`config.mk`:
```
export PLATFORM = sky130hd
export DESIGN_NAME = bit_serializer
export DESIGN_NICKNAME = d
export VERILOG_FILES = /design/src/rtl/bit_serializer.sv
export SDC_FILE = /design/constraint.sdc
export NUM_CORES = 1
export LEC_CHECK = 0
export CORE_MARGIN = 10
export CORE_UTILIZATION = 46
export CTS_BUF_LIST = sky130_fd_sc_hd__clkbuf_16
export CTS_CLUSTER_DIAMETER = 200
export DETAILED_ROUTE_END_ITERATION = 8
export GPL_TIMING_DRIVEN = 0
export PLACE_DENSITY = 0.72
export REMOVE_ABC_BUFFERS = 1
export SLEW_MARGIN = 10
export SYNTH_ARGS = -nofsm -noshare
export SYNTH_HDL_FRONTEND = slang
export SYNTH_SLANG_ARGS = --single-unit
export TNS_END_PERCENT = 100
```
`constraint.sdc`:
```
create_clock -name clk -period 1.2 [get_ports clk]
set_input_delay 0.36 -clock clk [delete_from_list [all_inputs] [get_ports clk]]
set_output_delay 0.36 -clock clk [all_outputs]
set_load 0.1 [all_outputs]
```
`src/rtl/bit_serializer.sv`:
```
// bit_serializer: parallel-to-serial front end for the serial sequence detector.
// Accepts WIDTH-bit words over a valid/ready handshake and emits them one bit per
// clock on x, qualified by x_valid. Words stream back-to-back without idle gaps.
module bit_serializer #(
    parameter int unsigned WIDTH     = 8,
    parameter bit          MSB_FIRST = 1'b1
) (
    input  logic             clk,
    input  logic             res,
    input  logic [WIDTH-1:0] din,
    input  logic             din_valid,
    output logic             din_ready,
    output logic             x,
    output logic             x_valid,
    output logic             last,
    output logic             busy
);

    localparam int unsigned   CW       = (WIDTH > 1) ? $clog2(WIDTH) : 1;
    localparam logic [CW-1:0] CNT_LOAD = CW'(WIDTH - 1);

    typedef enum logic {
        IDLE  = 1'b0,
        SHIFT = 1'b1
    } state_t;

    state_t           r_state;
    state_t           w_state_nxt;
    logic [WIDTH-1:0] r_shreg;
    logic [WIDTH-1:0] w_shreg_nxt;
    logic [CW-1:0]    r_cnt;
    logic [CW-1:0]    w_cnt_nxt;
    logic             r_last;
    logic             w_last_nxt;
    logic             w_busy;
    logic             w_ready;
    logic             w_accept;

    assign w_busy   = (r_state == SHIFT);
    assign w_ready  = !w_busy || r_last;
    assign w_accept = din_valid && w_ready;

    // The shift register fills with zeros as it drains, so once a word has been
    // fully shifted out (or after reset) the output bit reads 0 with no gating.
    assign x         = MSB_FIRST ? r_shreg[WIDTH-1] : r_shreg[0];
    assign x_valid   = w_busy;
    assign busy      = w_busy;
    assign last      = r_last;
    assign din_ready = w_ready;

    // State and datapath registers; reset has priority over any transfer.
    always_ff @(posedge clk) begin
        if (res) begin
            r_state <= IDLE;
            r_shreg <= '0;
            r_cnt   <= '0;
            r_last  <= 1'b0;
        end else begin
            r_state <= w_state_nxt;
            r_shreg <= w_shreg_nxt;
            r_cnt   <= w_cnt_nxt;
            r_last  <= w_last_nxt;
        end
    end

    // Next-state: drain one bit per cycle in SHIFT, reload on any accepted word.
    always_comb begin
        w_state_nxt = r_state;
        w_shreg_nxt = r_shreg;
        w_cnt_nxt   = r_cnt;
        w_last_nxt  = r_last;

        if (r_state == SHIFT) begin
            w_shreg_nxt = MSB_FIRST ? (r_shreg << 1) : (r_shreg >> 1);
            if (r_last) begin
                w_state_nxt = IDLE;
                w_cnt_nxt   = '0;
                w_last_nxt  = 1'b0;
            end else begin
                w_cnt_nxt  = r_cnt - CW'(1);
                w_last_nxt = (r_cnt == CW'(1));
            end
        end

        // A transfer at the final bit overrides the return to IDLE.
        if (w_accept) begin
            w_state_nxt = SHIFT;
            w_shreg_nxt = din;
            w_cnt_nxt   = CNT_LOAD;
            w_last_nxt  = (WIDTH == 1);
        end
    end

endmodule

```
# Word level (Yosys, flattened, before mapping)
# Index checks and enable logic that the tools add are counted.
word_totals:
  ff_bits: 13
  in_bits: 11
  output_inout_bits: 5
  elab_cells: 20
classes:
  addsub: 1
  n_eq_ne: 1
  muxes: 9
  n_reduce_logical: 5
ops:
  columns: ["cell", "n"]
  rows:
  - ["two-way mux 8 bit", 2]
  - ["two-way mux 3 bit", 3]
  - ["two-way mux 1 bit", 4]
  - ["== test 3 x 1 -> 1 bit (second input constant)", 1]
  - ["subtractor 3 x 1 -> 3 bit (second input constant)", 1]
  - ["nonzero test 2 bit", 1]
  - ["OR reduction 2 bit", 1]
  - ["logical AND 1 bit", 1]
  - ["zero test 1 bit", 1]
  - ["logical OR 1 bit", 1]

# Depth between registers and ports, before layout
logic_depth:
  ltp_word: 4
  depth_mapped: 5
  mapped_depth_nobuf: 5

# Least setup slack after synthesis
# Ideal clock, no wire load.
synth_path:
  path_type: "register to output"
  from: "register r_state (netlist: busy)"
  to: "output din_ready"
  arrival_ns: 1.530
  t_required_ns: 0.840
  path_slack_ns: -0.690
  path_stages_with_launch: 4
  path_buffers: 1
  cell_sequence: "dfxtp_1 buf_6 nor2b_4 inv_6"
synth_between:
  elab_chain_len: 2
synth_lines:
  columns: ["item", "line", "text"]
  rows:
  - ["start: declaration", "27", "state_t r_state;"]
  - ["start signal: assignment", "59", "r_state <= w_state_nxt;"]
  - ["zero test 1 bit", "40", "assign w_ready = !w_busy || r_last;"]
  - ["logical OR 1 bit", "40", null]
  - ["end: declaration", "12", "output logic din_ready,"]
# No other way between the ends.

# Worst setup path after layout
# Same ends and word-level chain as after synthesis.

==> impl_metrics.json <==
{
  "tightestPinTransition_ns": 0.548,
  "fin_cells": 103,
  "holdCritPathClass": "reg2reg",
  "yosys-top-cells-area": "dfxtp_1 (40%), a221oi_1 (11%), mux2i_1 (11%), nor2b_1 (6.7%), ha_1 (3.8%)",
  "hold_violations": 0,
  "place_area_um2": 783,
  "rows": 13,
  "ys_seq_elements": 13,
  "relSlewSlack_pct": 63.4,
  "grt_max_degree": 17,
  "ys_warn_count": 0,
  "synth_most_common_cell": "dfxtp_1",
  "grt_antenna_before_repair": 0,
  "core_region_area_um2": 1320,
  "finalNetCount": 102,
  "die-area_um2": 3340,
  "firstDrtPassIters": 4,
  "skew_ns": 0.00146,
  "critPathKind": "reg2out",
  "final_antenna_net_count": 0,
  "setup.worst_path.start_class": "flop",
  "end_kind": "output port",
  "busiest_layer": "met2",
  "first_global_vias": 515,
  "cts_sinks": 13,
  "worst_slack_ns": -0.178,
  "ios": 16,
  "clock.fmax_mhz": 726,
  "ys_types": 24,
  "postRouteWirelength_um": 1650,
  "die_h_um": 57.8,
  "htree_levels": 1,
  "status": "finished, violations left",
  "crit_fanout": 7,
  "cp.required_ns": 0.84,
  "io_buffers": 15,
  "max-vdd-ir-drop_uv": 1260,
  "met2_usage_pct": 14.4,
  "clock_latency_ns": 0.24,
  "nFillCells": 89,
  "synth_top_area_share_pct": 39.5,
  "report.final.slew_viol_count": 0,
  "post-route-min-period_ns": 1.38,
  "antennaDiodeCount": 0,
  "use_met3_pct": 2.61,
  "gp_congestion": 0.683,
  "gr-usage-all-layers_pct": 8.84,
  "final_util_pct": 75.0,
  "design_area_um2": 988,
  "die_width_um": 57.8,
  "async_flop_share_pct": 0,
  "dp.cells": 91,
  "final-setup-viol-count": 12,
  "grt_pass1_wl_um": 2360,
  "cp.arrival_ns": 1.02,
  "max_cap_viol_count": 0,
  "cts_tree": "built",
  "synthFlopType": "dfxtp_1",
  "rsz0062_at_grt": "yes",
  "ys_top_cells_by_count": "dfxtp_1 (13), a221oi_1 (8), mux2i_1 (7), nor2b_1 (7), nor2_1 (5)",
  "synthCells": 66,
  "synth.avg_cell_area_um2": 9.97,
  "cts-root-buf": "clkbuf_16",
  "syn_area_um2": 658,
  "start_util_pct": 50.0,
  "clockBufferDepth": 2,
  "final_layout_size_suffix_gt1_share_pct": 31.8,
  "period_share_pct": 115,
  "yosys.area.top_type": "dfxtp_1",
  "place_hpwl_um": 918,
  "clk_pin_slew_ns": 0.04,
  "gr-total-overflow": 0,
  "vias": 564,
  "met1_usage_pct": 9.61,
  "cts_buffers": 3,
  "finalSetupTns_ns": -0.752,
  "pre_cts_ws_ns": -1.30,
  "routedWlPerCell_um": 16.0,
  "viasPerCell": 5.48,
  "syn_to_final_growth_pct": 50.2,
  "drc": 0,
  "synth_edf_count": 0,
  "drtIter0Drc": 9,
  "seq_area_frac_synth_pct": 39.5,
  "leakage_nw": 0.413,
  "failed_checks": "negative setup slack",
  "p_per_area_nw_per_um2": 1460
}
repair_timing:
item / 4_1_cts / 5_1_grt
endpoints found under the hold margin: 0 / 0
hold buffers: 0 / 0
gates resized for setup: 45 / 6
setup endpoints to repair: 18 / 14
pin swaps: 0 / 1
setup buffers: 6 / 2
kinds of logic (layout without fill, tap and decap cells):
group	after synthesis	count (layout)	share of synthesized area, %
compound gates	14	14	16.9
xor+xnor	1	1	1.33
fa+ha+maj	2	2	3.80
buf+inv	10	32	10.3
flops	13	13	39.5
mux	7	7	10.6
simple gates	19	19	17.5
worst max-delay path, stage by stage, from the launching register on:
cell	delay, ns
dfxtp_4	0.37
nor2b_4	0.20
inv_6	0.05
buf_12	0.16
worst paths after layout:
| check | end | start | depth (start not counted) | slack (ns) |
|---|---|---|---|---|
| worst max-delay path | din_ready | busy$_SDFF_PP0_ | 3 | -0.18 |
| worst min-delay path | r_cnt[0]$_SDFFE_PP0P_ | r_cnt[0]$_SDFFE_PP0P_ | 1 | 0.47 |
| worst max register to register | r_shreg[4]$_SDFFE_PP0P_ | busy$_SDFF_PP0_ | 5 | -0.11 |
| worst min register to register | r_cnt[0]$_SDFFE_PP0P_ | r_cnt[0]$_SDFFE_PP0P_ | 1 | 0.47 |
per-stage QoR:
stage	hold slack, ns	total power [W]
CTS	0.475	0.00142
detailed placement	0.515	0.000787
global route	0.479	0.00150
global placement	0.508	0.000783
floorplan	0.432	0.000700
finish	0.475	0.00144
routing by layer:
metal,vias up,share of wire (%)
met5,-,0
met4,0,1.8
met3,4,5.3
met2,11,52
met1,268,40
li1,281,-
area by class of cell:
cell class	instances	area [um2]	share of cell area, %
sequential	13	269	27.2
clock buffer	3	75.1	7.59
timing repair buffer	23	228	23.0
clock inverter	1	3.75	0.380
tap	15	18.8	1.90
multi-input combinational	43	370	37.5
inverter	5	23.8	2.41
power breakdown:
group	switching, W	leakage (nW)	internal (W)
sequential	0.0000265	0.109	0.000470
combinational	0.000202	0.261	0.000146
clock	0.000162	0.0423	0.000437
total	0.000390	0.413	0.00105
state kept, by name, indices dropped and copies added (netlist names):
name     count
last         1
r_shreg      8
busy         1
r_cnt        3
layout by cell type, fill, tap and decap left out, types with 2 or more instances in the layout:
cell / instances
buf_4: 9
a221oi_2: 4
mux2i_1: 7
clkdlybuf4s50_1: 8
inv_1: 5
dfxtp_4: 2
ha_1: 2
o21ai_0: 2
nor2_1: 5
a221oi_1: 4
nor3_1: 2
nor2b_1: 7
dfxtp_1: 10
buf_12: 2
clkbuf_16: 3
Power figures use the tool's default switching activity.
==> RTL change, RTL diff (config.mk and constraints unchanged) <==
Set the parameter `WIDTH` to 16 (it was 8).
--- a/src/rtl/bit_serializer.sv
+++ b/src/rtl/bit_serializer.sv
@@ -2,7 +2,7 @@
 // Accepts WIDTH-bit words over a valid/ready handshake and emits them one bit per
 // clock on x, qualified by x_valid. Words stream back-to-back without idle gaps.
 module bit_serializer #(
-    parameter int unsigned WIDTH     = 8,
+    parameter int unsigned WIDTH     = 16,
     parameter bit          MSB_FIRST = 1'b1
 ) (
     input  logic             clk,
Interface: changed (resized din); port bits go from 16 to 24. No check against the original RTL was run, so the function may have changed too.
==> RTL change against the unedited design <==
- the flow still finishes with violations (negative setup slack)
- synthesized area is 83% higher
- register-to-register slack worse by 0.14 ns
- combinational power is 140% higher
- cell area is 110% higher
- sequential cell count is 9 higher
- wire length grew to 2.6 times the old value
- setup slack worse by 0.069 ns
- total power is 66% higher
- critical endpoint is now r_shreg[3]
- largest power group is now registers
- highest routed layer unchanged
==> RTL change: results (changes against the unedited design) <==
metric,value,unit,change
GP Congestion,0.6756,,-1.0%
largest registers in the final layout,"r_shreg x16, r_cnt x4",,
WL per Instance,21.57,um,+35%
clock slew at reported path FFs,0.06,ns,+0.02 ns
max_slew headroom,63.52,%,+0.13 points
Tightest Hold Check Type,primary input to flip-flop,,
sequential cell area fraction in the yosys report,36.67,%,-2.9 points
Setup Skew,0.004576,ns,+0.003111 ns
Adder-Cell Fraction of Synth Area,2.083,%,-1.7 points
Port Buf Inserts,23,,+8
M1 WL,1660,um,+150%
Post-Place Cells,168,,+85%
commonest cells in the netlist,"nor3_1 (31), dfxtp_1 (22), nor2b_1 (16), a221oi_1 (10), a221oi_2 (7)",,
outcome,"finished, violations left",,
GRT Total Usage,15.59,%,+6.7 points
first-pass GRT wire length,6410,um,+170%
Mapped Cells,128,,+94%
M1 GR Usage,16.65,%,+7.0 points
final net count,190,,+86%
switching power,0.7343,mW,+88%
CP Max Fanout,5,,-2
post-synthesis cell type count,29,,+21%
Max VDD drop,1369,uV,+8.5%
Worst Path Arrival,1.56,ns,+0.54 ns
DP Area,1346,um^2,+72%
number of vias per cell,6.318,,+15%
Pleak,0.7693,nW,+86%
Total Neg Setup Slack,-2.782,ns,-2.030 ns
met3 wire length,194,um,+120%
xor/xnor share of the synthesized area,0.7292,%,-0.60 points
largest cells by area after synthesis,"dfxtp_1 (37%), nor3_1 (13%), a221oi_2 (8.8%), nor2b_1 (8.3%), a221oi_1 (7.3%)",,
violated checks,negative setup slack,,
Iter 0 DRT Violations,56,,+47
DP HPWL,1667,um,+82%
"Clk Latency, worst-skew pair",0.26,ns,+0.02 ns
Post-CTS Setup Bufs,18,,+12
PostCTS Resize Cnt,87,,+93%
layout cells sized above 1,44.64,%,+13 points
largest net degree at the start of global routing,25,,+8
total vias in the final route,1251,,+120%
compound-cell area share of the yosys netlist,20.83,%,+3.9 points
Setup WS pre-CTS,-1.823,ns,-0.5240 ns
post-route setup slack,-0.2466,ns,-0.06855 ns
multiplexer share of the synthesized area,0,%,-11 points
Top Layer Used,met4,,
final setup violating endpoints,23,,+11
==> RTL change: final timing paths <==
kind	start	end	slack [ns]	cells past startpoint
min reg2reg	r_cnt[2]	r_cnt[2]	0.54	2
max	busy	r_shreg[3]	-0.25	6
max reg2reg	busy	r_shreg[3]	-0.25	6
min	din_valid	r_cnt[0]	0.48	3
==> RTL change: layout make-up <==
type                       count  area, um^2
multi-input combinational     88       797.0
timing repair buffer          48       640.6
sequential                    22       454.2
fill                         141       435.4
clock buffer                   3       75.07
tap                           30       37.54
inverter                       6       33.78
clock inverter                 1       3.754
==> RTL change: power by group through the flow <==
stage / logic (mW) / registers [mW] / clock network (mW)
after floorplan: 0.237 / 0.923 / 0
after global placement: 0.427 / 0.874 / 0
after detailed placement: 0.438 / 0.878 / 0
after CTS: 0.698 / 0.841 / 0.713
after global routing: 0.869 / 0.857 / 0.744
final: 0.826 / 0.852 / 0.716
